## config.mk

```make
export PLATFORM = sky130hd
export DESIGN_NAME = lcd_scanout_flat
export DESIGN_NICKNAME = d
export VERILOG_FILES = /design/src/rtl/lcd_scanout_if.sv /design/src/rtl/lcd_scanout.sv /design/src/flat_wrapper.sv
export SDC_FILE = /design/constraint.sdc
export NUM_CORES = 1
export LEC_CHECK = 0
export CAP_MARGIN = 0
export CORE_ASPECT_RATIO = 0.7
export CORE_MARGIN = 3
export CORE_UTILIZATION = 46
export CTS_CLUSTER_DIAMETER = 100
export CTS_CLUSTER_SIZE = 24
export DETAILED_ROUTE_END_ITERATION = 10
export PLACE_DENSITY = 0.69
export SLEW_MARGIN = 10
export SYNTH_ARGS = -nofsm -noshare
export SYNTH_HDL_FRONTEND = slang
export SYNTH_SLANG_ARGS = --single-unit
```

## constraint.sdc

```tcl
create_clock -name clk -period 6.4 [get_ports clk]
set_input_delay 1.28 -clock clk [delete_from_list [all_inputs] [get_ports clk]]
set_output_delay 1.28 -clock clk [all_outputs]
set_load 0.01 [all_outputs]
```

## src/rtl/lcd_scanout_if.sv

```systemverilog
// Framebuffer read port and LCD pixel stream shared by lcd_scanout and its consumer.
// master: the scanout engine (issues reads, drives pixels).
// slave:  the framebuffer/sink side (returns read data, drives pix_ready).
interface lcd_scanout_if #(
    parameter int ADDR_W = 15,
    parameter int PIX_W  = 2
);
    logic              fb_rd_en;
    logic [ADDR_W-1:0] fb_rd_addr;
    logic [PIX_W-1:0]  fb_rd_data;
    logic              pix_valid;
    logic              pix_ready;
    logic [PIX_W-1:0]  pix_data;
    logic              pix_sol;
    logic              pix_eol;
    logic              pix_eof;

    modport master (
        output fb_rd_en, fb_rd_addr,
        input  fb_rd_data,
        output pix_valid, pix_data, pix_sol, pix_eol, pix_eof,
        input  pix_ready
    );

    modport slave (
        input  fb_rd_en, fb_rd_addr,
        output fb_rd_data,
        input  pix_valid, pix_data, pix_sol, pix_eol, pix_eof,
        output pix_ready
    );
endinterface

```

## src/rtl/lcd_scanout.sv

```systemverilog
// lcd_scanout: streams a WIDTHxHEIGHT framebuffer in raster order onto a
// valid/ready pixel stream after each frame_start pulse. Reads go through a
// 1-cycle-latency port; a 2-entry FIFO with registered head absorbs that
// latency so the stream runs at 1 pixel/clock with pix_ready high.
// Optional build macro LCD_SCANOUT_PALETTE_EN: map shades through bgp at the
// FIFO output. Without it bgp is ignored.
module lcd_scanout #(
    parameter int WIDTH  = 160,
    parameter int HEIGHT = 144,
    parameter int PIX_W  = 2,
    parameter int ADDR_W = 15
) (
    input  logic         clk,
    input  logic         rst_n,
    input  logic         frame_start,
    input  logic [7:0]   bgp,
    output logic         busy,
    output logic         frame_done,
    lcd_scanout_if.master bus
);
    localparam int XW = (WIDTH  > 1) ? $clog2(WIDTH)      : 1;
    localparam int YW = (HEIGHT > 1) ? $clog2(HEIGHT + 1) : 1;
    // FIFO entry: {eof, eol, sol, shade}
    localparam int EW = PIX_W + 3;

    typedef enum logic [1:0] {IDLE, FETCH, DRAIN} state_t;

    state_t            state_q;
    logic              busy_q, frame_done_q;
    logic [XW-1:0]     x_q, x_d;
    logic [YW-1:0]     y_q, y_d;
    logic [ADDR_W-1:0] addr_q, addr_d;
    logic              inflight_q, inflight_d;
    logic [2:0]        side_q, side_d;
    logic [1:0]        cnt_q, cnt_d;
    logic [EW-1:0]     head_q, head_d, skid_q, skid_d;

    logic              rd_en, pop, push, last_px, start_ok, pix_valid;
    logic              x_last;
    logic [2:0]        occ;
    logic [EW-1:0]     push_ent;

    assign start_ok  = (state_q == IDLE) && frame_start && !frame_done_q;
    assign x_last    = (x_q == XW'(WIDTH - 1));
    assign last_px   = x_last && (y_q == YW'(HEIGHT - 1));
    assign pix_valid = (cnt_q != 2'd0);
    assign pop       = pix_valid && bus.pix_ready;
    assign push      = inflight_q;
    assign push_ent  = {side_q, bus.fb_rd_data};

    // Read issue: never let buffered + in-flight pixels exceed the 2 FIFO slots.
    always_comb begin
        occ   = {1'b0, cnt_q} + {2'b0, inflight_q} - {2'b0, pop};
        rd_en = (state_q == FETCH) && (occ < 3'd2);
    end

    // Raster counters and read address; frozen on the final pixel so the
    // address holds the last one read once the frame is fetched.
    always_comb begin
        x_d        = x_q;
        y_d        = y_q;
        addr_d     = addr_q;
        side_d     = side_q;
        inflight_d = rd_en;
        if (start_ok) begin
            x_d    = '0;
            y_d    = '0;
            addr_d = '0;
        end else if (rd_en) begin
            side_d = {last_px, x_last, (x_q == '0)};
            if (!last_px) begin
                addr_d = addr_q + 1'b1;
                if (x_last) begin
                    x_d = '0;
                    y_d = y_q + 1'b1;
                end else begin
                    x_d = x_q + 1'b1;
                end
            end
        end
    end

    // Two-entry FIFO: head is the presented pixel, skid catches the read
    // that lands while the head is stalled.
    always_comb begin
        head_d = head_q;
        skid_d = skid_q;
        cnt_d  = cnt_q + {1'b0, push} - {1'b0, pop};
        if (pop) begin
            if (cnt_q == 2'd2) begin
                head_d = skid_q;
                if (push) skid_d = push_ent;
            end else if (push) begin
                head_d = push_ent;
            end
        end else if (push) begin
            if (cnt_q == 2'd0) head_d = push_ent;
            else               skid_d = push_ent;
        end
    end

    // Datapath registers.
    always_ff @(posedge clk or negedge rst_n) begin
        if (!rst_n) begin
            x_q        <= '0;
            y_q        <= '0;
            addr_q     <= '0;
            inflight_q <= 1'b0;
            side_q     <= '0;
            cnt_q      <= '0;
            head_q     <= '0;
            skid_q     <= '0;
        end else begin
            x_q        <= x_d;
            y_q        <= y_d;
            addr_q     <= addr_d;
            inflight_q <= inflight_d;
            side_q     <= side_d;
            cnt_q      <= cnt_d;
            head_q     <= head_d;
            skid_q     <= skid_d;
        end
    end

    // Control FSM with registered busy/frame_done; done fires the cycle after
    // the FIFO is known to go empty with nothing in flight.
    always_ff @(posedge clk or negedge rst_n) begin
        if (!rst_n) begin
            state_q      <= IDLE;
            busy_q       <= 1'b0;
            frame_done_q <= 1'b0;
        end else begin
            frame_done_q <= 1'b0;
            case (state_q)
                IDLE: begin
                    if (start_ok) begin
                        state_q <= FETCH;
                        busy_q  <= 1'b1;
                    end
                end
                FETCH: begin
                    if (rd_en && last_px) state_q <= DRAIN;
                end
                DRAIN: begin
                    if (cnt_d == 2'd0 && !inflight_d) begin
                        state_q      <= IDLE;
                        busy_q       <= 1'b0;
                        frame_done_q <= 1'b1;
                    end
                end
                default: state_q <= IDLE;
            endcase
        end
    end

    assign busy           = busy_q;
    assign frame_done     = frame_done_q;
    assign bus.fb_rd_en   = rd_en;
    assign bus.fb_rd_addr = addr_q;
    assign bus.pix_valid  = pix_valid;
    assign bus.pix_sol    = pix_valid && head_q[PIX_W];
    assign bus.pix_eol    = pix_valid && head_q[PIX_W+1];
    assign bus.pix_eof    = pix_valid && head_q[PIX_W+2];

`ifdef LCD_SCANOUT_PALETTE_EN
    // Palette lookup on the presented pixel; bgp changes apply immediately.
    logic [1:0] pal_sh;
    assign pal_sh       = bgp[{head_q[1:0], 1'b0} +: 2];
    assign bus.pix_data = pix_valid ? PIX_W'(pal_sh) : '0;
`else
    logic unused_bgp;
    assign unused_bgp   = ^bgp;
    assign bus.pix_data = pix_valid ? head_q[PIX_W-1:0] : '0;
`endif

endmodule
```

## src/flat_wrapper.sv

```systemverilog
// flat-port wrapper written by rule: the top's interface ports become plain ports
module lcd_scanout_flat 
#(
    parameter int WIDTH  = 160,
    parameter int HEIGHT = 144,
    parameter int PIX_W  = 2,
    parameter int ADDR_W = 15
)
  (clk, rst_n, frame_start, bgp, busy, frame_done, bus_fb_rd_en, bus_fb_rd_addr, bus_fb_rd_data, bus_pix_valid, bus_pix_data, bus_pix_sol, bus_pix_eol, bus_pix_eof, bus_pix_ready);
  lcd_scanout_if #(.ADDR_W(ADDR_W), .PIX_W(PIX_W)) bus_i ();
  input  logic clk;
  input  logic rst_n;
  input  logic frame_start;
  input  logic [7:0] bgp;
  output logic busy;
  output logic frame_done;
  output wire logic [$bits(bus_i.fb_rd_en)-1:0] bus_fb_rd_en;
  output wire logic [$bits(bus_i.fb_rd_addr)-1:0] bus_fb_rd_addr;
  input wire logic [$bits(bus_i.fb_rd_data)-1:0] bus_fb_rd_data;
  output wire logic [$bits(bus_i.pix_valid)-1:0] bus_pix_valid;
  output wire logic [$bits(bus_i.pix_data)-1:0] bus_pix_data;
  output wire logic [$bits(bus_i.pix_sol)-1:0] bus_pix_sol;
  output wire logic [$bits(bus_i.pix_eol)-1:0] bus_pix_eol;
  output wire logic [$bits(bus_i.pix_eof)-1:0] bus_pix_eof;
  input wire logic [$bits(bus_i.pix_ready)-1:0] bus_pix_ready;
  assign bus_fb_rd_en = bus_i.fb_rd_en;
  assign bus_fb_rd_addr = bus_i.fb_rd_addr;
  assign bus_i.fb_rd_data = bus_fb_rd_data;
  assign bus_pix_valid = bus_i.pix_valid;
  assign bus_pix_data = bus_i.pix_data;
  assign bus_pix_sol = bus_i.pix_sol;
  assign bus_pix_eol = bus_i.pix_eol;
  assign bus_pix_eof = bus_i.pix_eof;
  assign bus_i.pix_ready = bus_pix_ready;
  lcd_scanout #(.WIDTH(WIDTH), .HEIGHT(HEIGHT), .PIX_W(PIX_W), .ADDR_W(ADDR_W)) u_core (.clk(clk), .rst_n(rst_n), .frame_start(frame_start), .bgp(bgp), .busy(busy), .frame_done(frame_done), .bus(bus_i));
endmodule
```

==> results.toml <==
[run_status]
outcome = "finished clean"

[die]
die_w_um = 101
die_y_um = 72.2
core_um2 = 5870
initial_core_util_pct = 49.0
ios = 38
die_area_um2 = 7250
rows = 23

[sta]
rsz0062_at_grt = "no"
period_needed_ns = 5.47
slew_viol_final = 0
finalSetupTns_ns = 0
slew_headroom_pct = 41.7
fin_skew_ns = 0.00977
final_hold_viol_count = 0
tightest_slew_ns = 0.875
setup_violations = 0
fmax_mhz = 183
min_period_over_period_pct = 85.4
fin_ws_ns = 0.932

[logic_synthesis]
synthesis.nets = 294
synth_fa_ha_area_share_pct = 3.31
synth_compound_area_share_pct = 12.2
synth_area_leader_cell = "dfrtp_1"
synth_warnings = 0
ys_seq_elements = 51
synth_area_um2 = 2880
synth_ff_type = "dfrtp_1"
yosysSeqAreaShare_pct = 44.4
async_reset_ff_share_pct = 100
synth_enable_flop_cells = 0
synth_top_family_by_area = "simple AND/OR/NAND/NOR gates"
synth_cells = 273
synth_cell_types = 56
synth-simple-area-share_pct = 25.4
synthTopCellsByArea = "dfrtp_1 (44%), mux2_2 (5.9%), nand3_1 (3.7%), mux2i_1 (3.5%), nand2_1 (3.4%)"
yosys.area_share.xor_xnor_pct = 0.565
synth_top_area_share_pct = 44.4
muxShareOfSynthArea_pct = 9.35
syn_area_per_cell_um2 = 10.5

[final_layout]
multi_input_area_um2 = 1460
regArea_um2 = 1280
fillerInstances = 539
final_cell_mix = "dfrtp_1 (51), clkdlybuf4s50_1 (28), nand2_1 (26)"
layout.nets = 320
fin_cells = 375
area_growth_pct = 14.0
drive_above_1_share_pct = 14.3
final_common_cell = "dfrtp_1"
antennaDiodeCount = 0

[power_and_ir_drop]
power_density_nw_per_um2 = 371
vdd_drop_max_uv = 160
p_leak_nw = 1.35

[place]
dp_hpwl_mm = 4.13
io_buffers = 29
place.gp.congestion = 0.853
dpl.cell_count = 367
dp_worst_setup_slack_ns = 0.945

[setup_path]
path_max_fanout = 28
required_ns = 5.12
critPathCaptureType = "primary output"
cp_data_arrival_time_ns = 4.19
cp-start-kind = "input pin"
criticalPathCategory = "input pin to primary output"
r2r_setup_slack_ns = 3.17
rr_endpoint = "u_core.bus.fb_rd_addr[5]"
r2r_cells = 9
r2r_start = "u_core.cnt_q[1]"

[worst_hold_path]
hold_depth = 1
holdPathEnd = "u_core.skid_q[3]"
hp-start = "u_core.skid_q[3]"
hold_path.class = "flop to flop"

[global_route]
grt_pass1_wl_mm = 10.2
antenna_found_initial = 0
grt.total_usage_pct = 17.5
grt_pass1_vias = 2043
grt-ovfl-total = 0
grt_max_degree = 52

[clocking]
clk_latency_ns = 0.32
ctsHoldBuffers = 0
post_cts_buffers = 0
clk_pin_slew_worst_paths_ns = 0.11
h-tree-depth = 2
cts_max_path_buffers = 2
cts_buffers = 5
cts_tree = "yes"
cts.repair.resized = 0
cts-root-buf = "clkbuf_8"
cts_sinks = 51

[job]
drv_cap = 0

[route]
wl_per_cell_um = 15.9
viasPerCell = 5.67
drt_iter0_drc = 89
dr.pass1.iters = 4
remaining_drc_errors = 0
drtAntennaViolNets = 0
vias = 2126
routed_wl_mm = 5.97
-- worst max-delay path by stage --
stage | from | endpoint | depth (start not counted)
2_1_floorplan | bus_pix_ready | bus_fb_rd_en | 8
3_3_place_gp | bus_pix_ready | bus_fb_rd_en | 9
3_5_place_dp | bus_pix_ready | bus_fb_rd_en | 9
4_1_cts | bus_pix_ready | bus_fb_rd_en | 9
5_1_grt | bus_pix_ready | bus_fb_rd_en | 9
6_report | bus_pix_ready | bus_fb_rd_en | 9
-- power by group --
part | total [W] | switching [W] | internal (W) | leakage, nW
sequential | 0.000458 | 0.0000644 | 0.000393 | 0.672
combinational | 0.000554 | 0.000317 | 0.000237 | 0.630
clock | 0.000205 | 0.000123 | 0.0000814 | 0.0502
total | 0.00122 | 0.000504 | 0.000712 | 1.35
-- state kept, by name (all words and copies together) (netlist names) --
signal,flops
u_core.x_q,8
u_core.cnt_q,2
u_core.y_q,8
u_core.inflight_q,1
u_core.busy,1
u_core.skid_q,5
u_core.state_q,2
u_core.head_q,5
u_core.bus.fb_rd_addr,15
u_core.frame_done,1
u_core.side_q,3
-- synth_stat cells, types with 3 or more instances --
master,number
dfrtp_1,51
nand2_1,26
nand3_1,21
mux2_2,15
a21oi_1,12
inv_1,11
mux2i_1,10
and2_1,7
buf_2,7
nand4_1,7
nor2_1,7
o21ai_0,7
o31ai_1,7
and4_1,6
ha_1,6
nor3_1,6
or4_1,6
or2b_1,5
nor4_2,4
o21ai_1,4
buf_6,3
nand2b_1,3
nor2b_1,3
-- layer usage --
metal	track usage (%)	wire length (um)	vias to the layer above
met5	0	0	-
met4	3.74	40	0
met3	3.55	239	4
met2	25.6	2500	45
met1	27.0	3190	1016
li1	-	-	1061
-- worst max-delay path, cell delays in order --
cell             delay [ns]
clkdlybuf4s50_1        0.54
nand2_1                0.07
ha_1                   0.28
ha_1                   0.19
fa_1                   0.55
nor3b_4                0.33
nand2_4                0.26
inv_1                  0.14
clkdlybuf4s50_1        0.54
-- cell type report --
| type | instances | share of cell area, % |
|---|---|---|
| multi-input cells | 198 | 44.6 |
| flip-flops and latches | 51 | 38.9 |
| repair buffers | 32 | 9.39 |
| well taps | 75 | 2.86 |
| clock buffers | 5 | 2.10 |
| inverters | 11 | 1.26 |
| clock inverters | 3 | 0.878 |
-- logic make-up (layout without fill, tap and decap cells) --
| family | after synthesis | count (layout) |
|---|---|---|
| simple gates | 116 | 116 |
| flops | 51 | 51 |
| compound gates | 49 | 49 |
| mux | 25 | 25 |
| buf+inv | 24 | 51 |
| fa+ha+maj | 7 | 7 |
| xor+xnor | 1 | 1 |
-- per-stage QoR --
| stage | area, um2 | utilization, % | hold WS, ns | total power (W) |
|---|---|---|---|---|
| 2_1_floorplan | 2880 | - | 0.459 | 0.000845 |
| 3_3_place_gp | 3180 | 54.2 | 0.484 | 0.00101 |
| 3_5_place_dp | 3180 | 54.2 | 0.490 | 0.00102 |
| 4_1_cts | 3280 | 55.9 | 0.515 | 0.00123 |
| 5_1_grt | 3280 | 55.9 | 0.527 | 0.00131 |
| 6_report | 3280 | 55.9 | 0.514 | 0.00122 |
(Power assumes the default switching activity.)
